--- src/rtl/serv_csr_pkg.sv ---
// Shared encodings for the bit-serial machine-mode CSR unit: CSR operand
// sources, local bit positions inside mstatus/mie/mip, and trap cause codes.
package serv_csr_pkg;

    // How the value written back to a CSR is formed from csr_out and d
    typedef enum logic [1:0] {
        CSR_SOURCE_CSR = 2'b00,
        CSR_SOURCE_EXT = 2'b01,
        CSR_SOURCE_SET = 2'b10,
        CSR_SOURCE_CLR = 2'b11
    } csr_source_e;

    // Bit positions held locally in this unit (all others live in the RF)
    localparam logic [4:0] MSTATUS_MIE_BIT  = 5'd3;
    localparam logic [4:0] MSTATUS_MPIE_BIT = 5'd7;
    localparam logic [4:0] IRQ_MSI_BIT      = 5'd3;
    localparam logic [4:0] IRQ_MTI_BIT      = 5'd7;
    localparam logic [4:0] IRQ_MEI_BIT      = 5'd11;
    localparam logic [4:0] IRQ_LOCAL_BASE   = 5'd16;
    localparam logic [4:0] MCAUSE_INT_BIT   = 5'd31;
    localparam logic [4:0] MCAUSE_CODE_BITS = 5'd5;

    // Interrupt cause codes equal their mie/mip bit index
    localparam logic [4:0] IRQ_CODE_MSI = 5'd3;
    localparam logic [4:0] IRQ_CODE_MTI = 5'd7;
    localparam logic [4:0] IRQ_CODE_MEI = 5'd11;

    // Synchronous exception cause codes
    localparam logic [4:0] EXC_CODE_JUMP  = 5'd0;
    localparam logic [4:0] EXC_CODE_BREAK = 5'd3;
    localparam logic [4:0] EXC_CODE_LOAD  = 5'd4;
    localparam logic [4:0] EXC_CODE_STORE = 5'd6;
    localparam logic [4:0] EXC_CODE_ECALL = 5'd11;

    // Cause code of a synchronous exception from the decoder's class flags
    function automatic logic [4:0] exc_code(input logic e_op,
                                            input logic ebreak,
                                            input logic mem_op,
                                            input logic mem_cmd);
        logic [4:0] code;
        if (e_op) begin
            code = ebreak ? EXC_CODE_BREAK : EXC_CODE_ECALL;
        end else if (mem_op) begin
            code = mem_cmd ? EXC_CODE_STORE : EXC_CODE_LOAD;
        end else begin
            code = EXC_CODE_JUMP;
        end
        return code;
    endfunction

endpackage

--- src/rtl/serv_irq_prio.sv ---
// Interrupt front end: optional 2-flop synchronisers on every request line,
// pending = mip & mie, and a fixed-priority encoder producing the 5-bit cause.
// Priority, highest first: lirq[NUM_LOCAL-1]..lirq[0], MEI, MSI, MTI.
module serv_irq_prio
    import serv_csr_pkg::*;
#(
    parameter int NUM_LOCAL = 4,
    parameter bit SYNC      = 1'b1
) (
    input  logic                 i_clk,
    input  logic                 i_rst_n,
    input  logic                 i_msip,
    input  logic                 i_mtip,
    input  logic                 i_meip,
    input  logic [NUM_LOCAL-1:0] i_lirq,
    input  logic                 i_msie,
    input  logic                 i_mtie,
    input  logic                 i_meie,
    input  logic [NUM_LOCAL-1:0] i_lie,
    output logic                 o_mip_msi,
    output logic                 o_mip_mti,
    output logic                 o_mip_mei,
    output logic [NUM_LOCAL-1:0] o_mip_local,
    output logic                 o_pending,
    output logic [4:0]           o_irq_id
);

    localparam int W = NUM_LOCAL + 3;

    logic [W-1:0]         raw_s;
    logic [W-1:0]         lvl_s;
    logic                 pend_msi_s;
    logic                 pend_mti_s;
    logic                 pend_mei_s;
    logic [NUM_LOCAL-1:0] pend_local_s;
    logic [4:0]           id_s;

    assign raw_s = {i_lirq, i_meip, i_mtip, i_msip};

    generate
        if (SYNC) begin : g_sync
            logic [W-1:0] meta_q;
            logic [W-1:0] sync_q;

            // Two-flop synchroniser for the asynchronous request levels
            always_ff @(posedge i_clk or negedge i_rst_n) begin
                if (!i_rst_n) begin
                    meta_q <= '0;
                    sync_q <= '0;
                end else begin
                    meta_q <= raw_s;
                    sync_q <= meta_q;
                end
            end

            assign lvl_s = sync_q;
        end else begin : g_nosync
            assign lvl_s = raw_s;
        end
    endgenerate

    assign o_mip_msi   = lvl_s[0];
    assign o_mip_mti   = lvl_s[1];
    assign o_mip_mei   = lvl_s[2];
    assign o_mip_local = lvl_s[W-1:3];

    // Pending mask and priority encode; later assignments override earlier ones
    always_comb begin
        pend_msi_s   = lvl_s[0] & i_msie;
        pend_mti_s   = lvl_s[1] & i_mtie;
        pend_mei_s   = lvl_s[2] & i_meie;
        pend_local_s = lvl_s[W-1:3] & i_lie;
        id_s         = 5'd0;
        id_s         = pend_mti_s ? IRQ_CODE_MTI : id_s;
        id_s         = pend_msi_s ? IRQ_CODE_MSI : id_s;
        id_s         = pend_mei_s ? IRQ_CODE_MEI : id_s;
        for (int k = 0; k < NUM_LOCAL; k++) begin
            id_s = pend_local_s[k] ? (IRQ_LOCAL_BASE + 5'(k)) : id_s;
        end
    end

    assign o_pending = pend_msi_s | pend_mti_s | pend_mei_s | (|pend_local_s);
    assign o_irq_id  = id_s;

endmodule

--- src/rtl/serv_csr_irq.sv ---
// Bit-serial machine-mode CSR unit with multi-source interrupts. Operands move
// one bit per clock, LSB first; only the CSR bits with hardware meaning live
// here (mstatus.MIE/MPIE, mie enables, mcause code and interrupt flag), the
// rest are carried by the register file and OR-ed in through i_rf_csr_out.
module serv_csr_irq
    import serv_csr_pkg::*;
#(
    parameter int NUM_LOCAL = 4,
    parameter bit SYNC      = 1'b1
) (
    input  logic                 i_clk,
    input  logic                 i_rst_n,
    input  logic                 i_init,
    input  logic                 i_en,
    input  logic [4:0]           i_cnt,
    input  logic                 i_cnt_done,
    input  logic                 i_trap,
    input  logic                 i_mret,
    input  logic                 i_e_op,
    input  logic                 i_ebreak,
    input  logic                 i_mem_op,
    input  logic                 i_mem_cmd,
    input  logic                 i_mstatus_en,
    input  logic                 i_mie_en,
    input  logic                 i_mip_en,
    input  logic                 i_mcause_en,
    input  logic [1:0]           i_csr_source,
    input  logic                 i_csr_d_sel,
    input  logic                 i_csr_imm,
    input  logic                 i_rs1,
    input  logic                 i_rf_csr_out,
    input  logic                 i_msip,
    input  logic                 i_mtip,
    input  logic                 i_meip,
    input  logic [NUM_LOCAL-1:0] i_lirq,
    output logic                 o_csr_in,
    output logic                 o_q,
    output logic                 o_new_irq,
    output logic                 o_irq_pending
);

    // Architectural state
    logic                 mstatus_mie_q;
    logic                 mstatus_mpie_q;
    logic                 msie_q;
    logic                 mtie_q;
    logic                 meie_q;
    logic [NUM_LOCAL-1:0] lie_q;
    logic [4:0]           code_q;
    logic [4:0]           code_d;
    logic                 cause_int_q;
    logic                 cause_int_d;

    // Interrupt sequencing state
    logic [4:0]           irq_id_q;
    logic                 new_irq_q;
    logic                 irq_taken_q;
    logic                 irq_pending_q;

    // Combinational datapath
    logic                 mip_msi_s;
    logic                 mip_mti_s;
    logic                 mip_mei_s;
    logic [NUM_LOCAL-1:0] mip_local_s;
    logic                 pending_s;
    logic [4:0]           prio_id_s;
    logic                 take_s;
    logic                 mie_bit_s;
    logic                 mip_bit_s;
    logic                 local_bit_s;
    logic                 csr_out_s;
    logic                 csr_d_s;
    logic                 csr_in_s;
    logic                 trap_done_s;
    logic                 mret_done_s;
    logic                 mie_wr_s;

    serv_irq_prio #(
        .NUM_LOCAL (NUM_LOCAL),
        .SYNC      (SYNC)
    ) u_prio (
        .i_clk       (i_clk),
        .i_rst_n     (i_rst_n),
        .i_msip      (i_msip),
        .i_mtip      (i_mtip),
        .i_meip      (i_meip),
        .i_lirq      (i_lirq),
        .i_msie      (msie_q),
        .i_mtie      (mtie_q),
        .i_meie      (meie_q),
        .i_lie       (lie_q),
        .o_mip_msi   (mip_msi_s),
        .o_mip_mti   (mip_mti_s),
        .o_mip_mei   (mip_mei_s),
        .o_mip_local (mip_local_s),
        .o_pending   (pending_s),
        .o_irq_id    (prio_id_s)
    );

    assign trap_done_s = i_trap & i_cnt_done;
    assign mret_done_s = i_mret & i_cnt_done;
    assign mie_wr_s    = i_en & i_mie_en;
    assign take_s      = mstatus_mie_q & pending_s;

    // mie/mip bit at the current serial index (shared bit layout)
    always_comb begin
        mie_bit_s = 1'b0;
        mip_bit_s = 1'b0;
        case (i_cnt)
            IRQ_MSI_BIT: begin
                mie_bit_s = msie_q;
                mip_bit_s = mip_msi_s;
            end
            IRQ_MTI_BIT: begin
                mie_bit_s = mtie_q;
                mip_bit_s = mip_mti_s;
            end
            IRQ_MEI_BIT: begin
                mie_bit_s = meie_q;
                mip_bit_s = mip_mei_s;
            end
            default: begin
                for (int k = 0; k < NUM_LOCAL; k++) begin
                    mie_bit_s = mie_bit_s | ((i_cnt == (IRQ_LOCAL_BASE + 5'(k))) & lie_q[k]);
                    mip_bit_s = mip_bit_s | ((i_cnt == (IRQ_LOCAL_BASE + 5'(k))) & mip_local_s[k]);
                end
            end
        endcase
    end

    // Locally held bit of the selected CSR; zero outside a valid serial bit
    always_comb begin
        local_bit_s = 1'b0;
        if (!i_en) begin
            local_bit_s = 1'b0;
        end else if (i_mstatus_en) begin
            local_bit_s = (i_cnt == MSTATUS_MIE_BIT)  ? mstatus_mie_q  :
                          (i_cnt == MSTATUS_MPIE_BIT) ? mstatus_mpie_q : 1'b0;
        end else if (i_mie_en) begin
            local_bit_s = mie_bit_s;
        end else if (i_mip_en) begin
            local_bit_s = mip_bit_s;
        end else if (i_mcause_en) begin
            local_bit_s = (i_cnt < MCAUSE_CODE_BITS) ? code_q[0]   :
                          (i_cnt == MCAUSE_INT_BIT)  ? cause_int_q : 1'b0;
        end else begin
            local_bit_s = 1'b0;
        end
    end

    assign csr_out_s = i_rf_csr_out | local_bit_s;
    assign csr_d_s   = i_csr_d_sel ? i_csr_imm : i_rs1;

    // Write-back value for CSRRW/CSRRS/CSRRC and plain reads
    always_comb begin
        csr_in_s = csr_out_s;
        case (csr_source_e'(i_csr_source))
            CSR_SOURCE_EXT: csr_in_s = csr_d_s;
            CSR_SOURCE_SET: csr_in_s = csr_out_s | csr_d_s;
            CSR_SOURCE_CLR: csr_in_s = csr_out_s & ~csr_d_s;
            CSR_SOURCE_CSR: csr_in_s = csr_out_s;
            default:        csr_in_s = csr_out_s;
        endcase
    end

    assign o_csr_in = csr_in_s;
    assign o_q      = csr_out_s;

    // mstatus MIE/MPIE: trap entry beats mret, mret beats CSR writes
    always_ff @(posedge i_clk or negedge i_rst_n) begin
        if (!i_rst_n) begin
            mstatus_mie_q  <= 1'b0;
            mstatus_mpie_q <= 1'b0;
        end else if (trap_done_s) begin
            mstatus_mpie_q <= mstatus_mie_q;
            mstatus_mie_q  <= 1'b0;
        end else if (mret_done_s) begin
            mstatus_mie_q  <= mstatus_mpie_q;
            mstatus_mpie_q <= 1'b1;
        end else if (i_en && i_mstatus_en && !i_mret) begin
            if (i_cnt == MSTATUS_MIE_BIT) begin
                mstatus_mie_q <= csr_in_s;
            end else if (i_cnt == MSTATUS_MPIE_BIT) begin
                mstatus_mpie_q <= csr_in_s;
            end else begin
                mstatus_mie_q <= mstatus_mie_q;
            end
        end else begin
            mstatus_mie_q <= mstatus_mie_q;
        end
    end

    // mie enable bits, each loaded when the serial index reaches it
    always_ff @(posedge i_clk or negedge i_rst_n) begin
        if (!i_rst_n) begin
            msie_q <= 1'b0;
            mtie_q <= 1'b0;
            meie_q <= 1'b0;
            lie_q  <= '0;
        end else begin
            if (mie_wr_s && (i_cnt == IRQ_MSI_BIT)) msie_q <= csr_in_s;
            if (mie_wr_s && (i_cnt == IRQ_MTI_BIT)) mtie_q <= csr_in_s;
            if (mie_wr_s && (i_cnt == IRQ_MEI_BIT)) meie_q <= csr_in_s;
            for (int k = 0; k < NUM_LOCAL; k++) begin
                if (mie_wr_s && (i_cnt == (IRQ_LOCAL_BASE + 5'(k)))) lie_q[k] <= csr_in_s;
            end
        end
    end

    // mcause next state: trap load, else rotate code through bits 0..4
    always_comb begin
        code_d      = code_q;
        cause_int_d = cause_int_q;
        if (trap_done_s) begin
            cause_int_d = new_irq_q;
            code_d      = new_irq_q ? irq_id_q : exc_code(i_e_op, i_ebreak, i_mem_op, i_mem_cmd);
        end else if (i_en && i_mcause_en) begin
            code_d      = (i_cnt < MCAUSE_CODE_BITS) ? {csr_in_s, code_q[4:1]} : code_q;
            cause_int_d = i_cnt_done ? csr_in_s : cause_int_q;
        end else begin
            code_d      = code_q;
            cause_int_d = cause_int_q;
        end
    end

    // mcause registers
    always_ff @(posedge i_clk or negedge i_rst_n) begin
        if (!i_rst_n) begin
            code_q      <= 5'd0;
            cause_int_q <= 1'b0;
        end else begin
            code_q      <= code_d;
            cause_int_q <= cause_int_d;
        end
    end

    // Interrupt take/re-arm: one new_irq per rising edge of take
    always_ff @(posedge i_clk or negedge i_rst_n) begin
        if (!i_rst_n) begin
            irq_pending_q <= 1'b0;
            irq_id_q      <= 5'd0;
            new_irq_q     <= 1'b0;
            irq_taken_q   <= 1'b0;
        end else begin
            irq_pending_q <= pending_s;
            if (i_cnt_done && !i_init) begin
                irq_id_q    <= prio_id_s;
                new_irq_q   <= take_s & ~irq_taken_q;
                irq_taken_q <= take_s;
            end else begin
                irq_id_q    <= irq_id_q;
                new_irq_q   <= new_irq_q;
                irq_taken_q <= irq_taken_q;
            end
        end
    end

    assign o_new_irq     = new_irq_q;
    assign o_irq_pending = irq_pending_q;

endmodule
--- config.mk ---
export PLATFORM = sky130hd
export DESIGN_NAME = serv_csr_irq
export DESIGN_NICKNAME = d
export VERILOG_FILES = /design/src/rtl/serv_csr_pkg.sv /design/src/rtl/serv_irq_prio.sv /design/src/rtl/serv_csr_irq.sv
export SDC_FILE = /design/constraint.sdc
export NUM_CORES = 1
export LEC_CHECK = 0
export CAP_MARGIN = 20
export CORE_ASPECT_RATIO = 0.75
export CORE_MARGIN = 2
export CORE_UTILIZATION = 29
export DETAILED_ROUTE_END_ITERATION = 10
export GPL_TIMING_DRIVEN = 0
export PLACE_DENSITY = 0.58
export SLEW_MARGIN = 30
export SYNTH_ARGS = -nofsm -noshare
export SYNTH_HDL_FRONTEND = slang
export SYNTH_SLANG_ARGS = --single-unit
--- constraint.sdc ---
create_clock -name i_clk -period 4.5 [get_ports i_clk]
set_clock_uncertainty 0.1 [all_clocks]
set_input_delay 1.35 -clock i_clk [delete_from_list [all_inputs] [get_ports i_clk]]
set_output_delay 1.35 -clock i_clk [all_outputs]
set_load 0.005 [all_outputs]
==> impl_metrics.yaml <==
yosys:
  ys_async_sr_fraction_pct: 100.0
  syn-num-nets: 215
  synth_cells: 182
  synth_flop_cell: "dfrtp_1"
  synth_edf_count: 0
  yosysWarnings: 0
  yosysUniqueCellTypes: 45
  syn_area_sq_mm: 0.001784
  ys_seq_area_share_pct: 51.89
  synth_seq_cells: 37
  avgSynthCellArea_sq_um: 9.803
min_path:
  holdCritPathClass: "flop to flop"
  hold_start: "u_prio.g_sync.meta_q[1]$_DFF_PN0_"
timing:
  fin_crit_ns: 4.527
  period_share_pct: 100.6
  setup_ws_ns: -0.02719
  report.final.slew_viol_count: 0
  tightestPinTransition_ns: 0.4876
  relSlewSlack_pct: 67.49
  setup_violations: 1
  timing.final.hold_violations: 0
  rsz0062_at_grt: "yes"
  clock.fmax_mhz: 220.9
final_layout:
  antenna_cells: 0
  utilization_pct: 39.94
  nNetsFinal: 259
  area_growth_pct: 31.77
  drive_gt1_share_pct: 14.60
floorplanning:
  initial_core_util_pct: 30.31
  die_h_microns: 71.93
  ios: 37
  row_count: 24
  dieWidth_microns: 94.57
  core_sq_mm: 0.005886
  die-area_sq_mm: 0.006802
detailed_routing:
  vias_per_cell: 4.997
  ant_nets: 0
  drc_errors: 0
  drtIter0Drc: 60
  num_vias: 1519
  first_pass_iters: 4
  wl_per_cell_microns: 14.29
  wirelength_microns: 4344
power:
  power_density_mw_per_mm2: 347.0
  p_leak_uw: 0.0009857
  power.total_uw: 815.8
  peakVddDrop_mv: 0.1361
clock_tree:
  cts-root-buf: "clkbuf_8"
  clock_latency_ns: 0.29
  clk_path_buf_depth: 2
  clock_sink_count: 37
  htreeDepth: 2
  hold_buffers: 0
  numCtsBuffers: 5
  clk_pin_slew_worst_paths_ns: 0.08
  cts_tree: "yes"
flow_run:
  drv_cap: 0
placement:
  gp_congestion: 0.8862
  port_buffers: 33
  hpwl_microns: 3153
  place_ws_ns: -0.7493
outcome:
  outcome: "finished, violations left"
  violations: "negative setup slack"
setup_path:
  critPathLaunch: "i_cnt[0]"
  crit_arrival_ns: 3.08
  endpoint_kind: "primary output"
  reg2reg_from: "lie_q[3]$_DFFE_PN0P_"
  worst_ep_required_time_ns: 3.05
  path_class: "input pin to primary output"
  reg2reg_setup_slack_ns: 2.10
  crit_path_max_fanout: 3
  start_kind: "input pin"
global_routing:
  gr-total-overflow: 0
  grt_use_total_pct: 13.63
  grt_max_degree: 26
  antenna_found_initial: 0
  grt_pass1_vias: 1381
  grt_pass1_wl_microns: 6996
-- registers in the layout (all words and copies together) (netlist names), 4 cells and up --
| name | cells |
|---|---|
| u_prio.g_sync.meta_q | 7 |
| u_prio.g_sync.sync_q | 7 |
| code_q | 5 |
| irq_id_q | 5 |
| lie_q | 4 |
-- layout by cell type (no fill, tap or decap), drive strengths merged, types with 4 or more instances in the layout --
master / n
buf: 12
nand2: 26
dfrtp: 37
a31oi: 6
clkbuf: 11
clkdlybuf4s50: 25
nor2: 17
a211oi: 4
nor3b: 4
inv: 8
a21oi: 19
o21ai: 6
-- repair_timing --
action,in CTS,in global routing
resized for setup,23,7
endpoints found under the setup margin,2,2
buffers inserted,3,0
pin swaps,5,2
-- cell families after synthesis --
| group | synth area share (%) |
|---|---|
| AOI/OAI and AO/OA | 22.09 |
| xor gates and xnor gates | 0.4910 |
| and+or+nand+nor | 17.60 |
| muxes | 3.646 |
| buffers and inverters | 4.277 |
| DFF | 51.89 |
-- cell usage after synthesis, types with 3 or more instances --
library cell / instances / area, sq um
o22ai_1: 3 / 18.77
clkbuf_1: 4 / 15.01
nand2b_1: 3 / 18.77
a31oi_1: 6 / 37.54
nand2_1: 26 / 97.59
nor2_1: 17 / 63.81
inv_1: 8 / 30.03
o21ai_0: 6 / 30.03
dfrtp_1: 37 / 925.9
a211oi_1: 4 / 30.03
nor3b_1: 4 / 30.03
a21oi_1: 18 / 90.09
nand3_1: 3 / 15.01
-- layer usage --
layer / GRT usage, % / vias up / part of all wire, %
met2: 18.97 / 55 / 41
met1: 20.53 / 707 / 51
li1: - / 753 / -
met5: 0 / - / 0
met3: 3.946 / 4 / 7.4
met4: 4.026 / 0 / 0.78
-- cell type report --
class	count	area [sq um]
Clock buffer	6	82.58
Clock inverter	1	7.507
Multi-Input combinational cell	129	803.3
Fill cell	607	3535
Inverter	8	30.03
Timing Repair Buffer	37	346.6
Sequential cell	37	925.9
Buffer	8	57.56
Tap cell	78	97.59
-- through the flow --
step	setup TNS (ns)	cells	area [sq um]	hold slack, ns
after floorplan	0	182	1784	0.2312
after global placement	-1.389	293	2212	0.2333
after detailed placement	-1.390	294	2227	0.2347
after CTS	-0.006612	304	2351	0.2530
after global routing	-0.1262	304	2351	0.2576
final	-0.02719	304	2351	0.2501
-- critical path, cell delays in order --
cell	delay, ns
buf_12	0.08
mux4_2	0.50
a32oi_2	0.25
a311oi_2	0.06
o311a_1	0.37
a21oi_2	0.20
buf_6	0.14
inv_2	0.03
buf_2	0.11
-- final timing paths --
check,end,cells past startpoint
max in group asynchronous,u_prio.g_sync.sync_q[3]$_DFF_PN0_,2
worst min-delay path,u_prio.g_sync.sync_q[1]$_DFF_PN0_,0
worst max register to register,meie_q$_DFFE_PN0P_,8
worst max-delay path,o_csr_in,9
min in group asynchronous,msie_q$_DFFE_PN0P_,1
worst min register to register,u_prio.g_sync.sync_q[1]$_DFF_PN0_,0
-- report_power, final --
part | internal (uW) | switching, uW
clock | 121 | 118
sequential | 375 | 33.6
combinational | 85.3 | 82.9
Note: power is estimated with default switching activity, not from simulation.
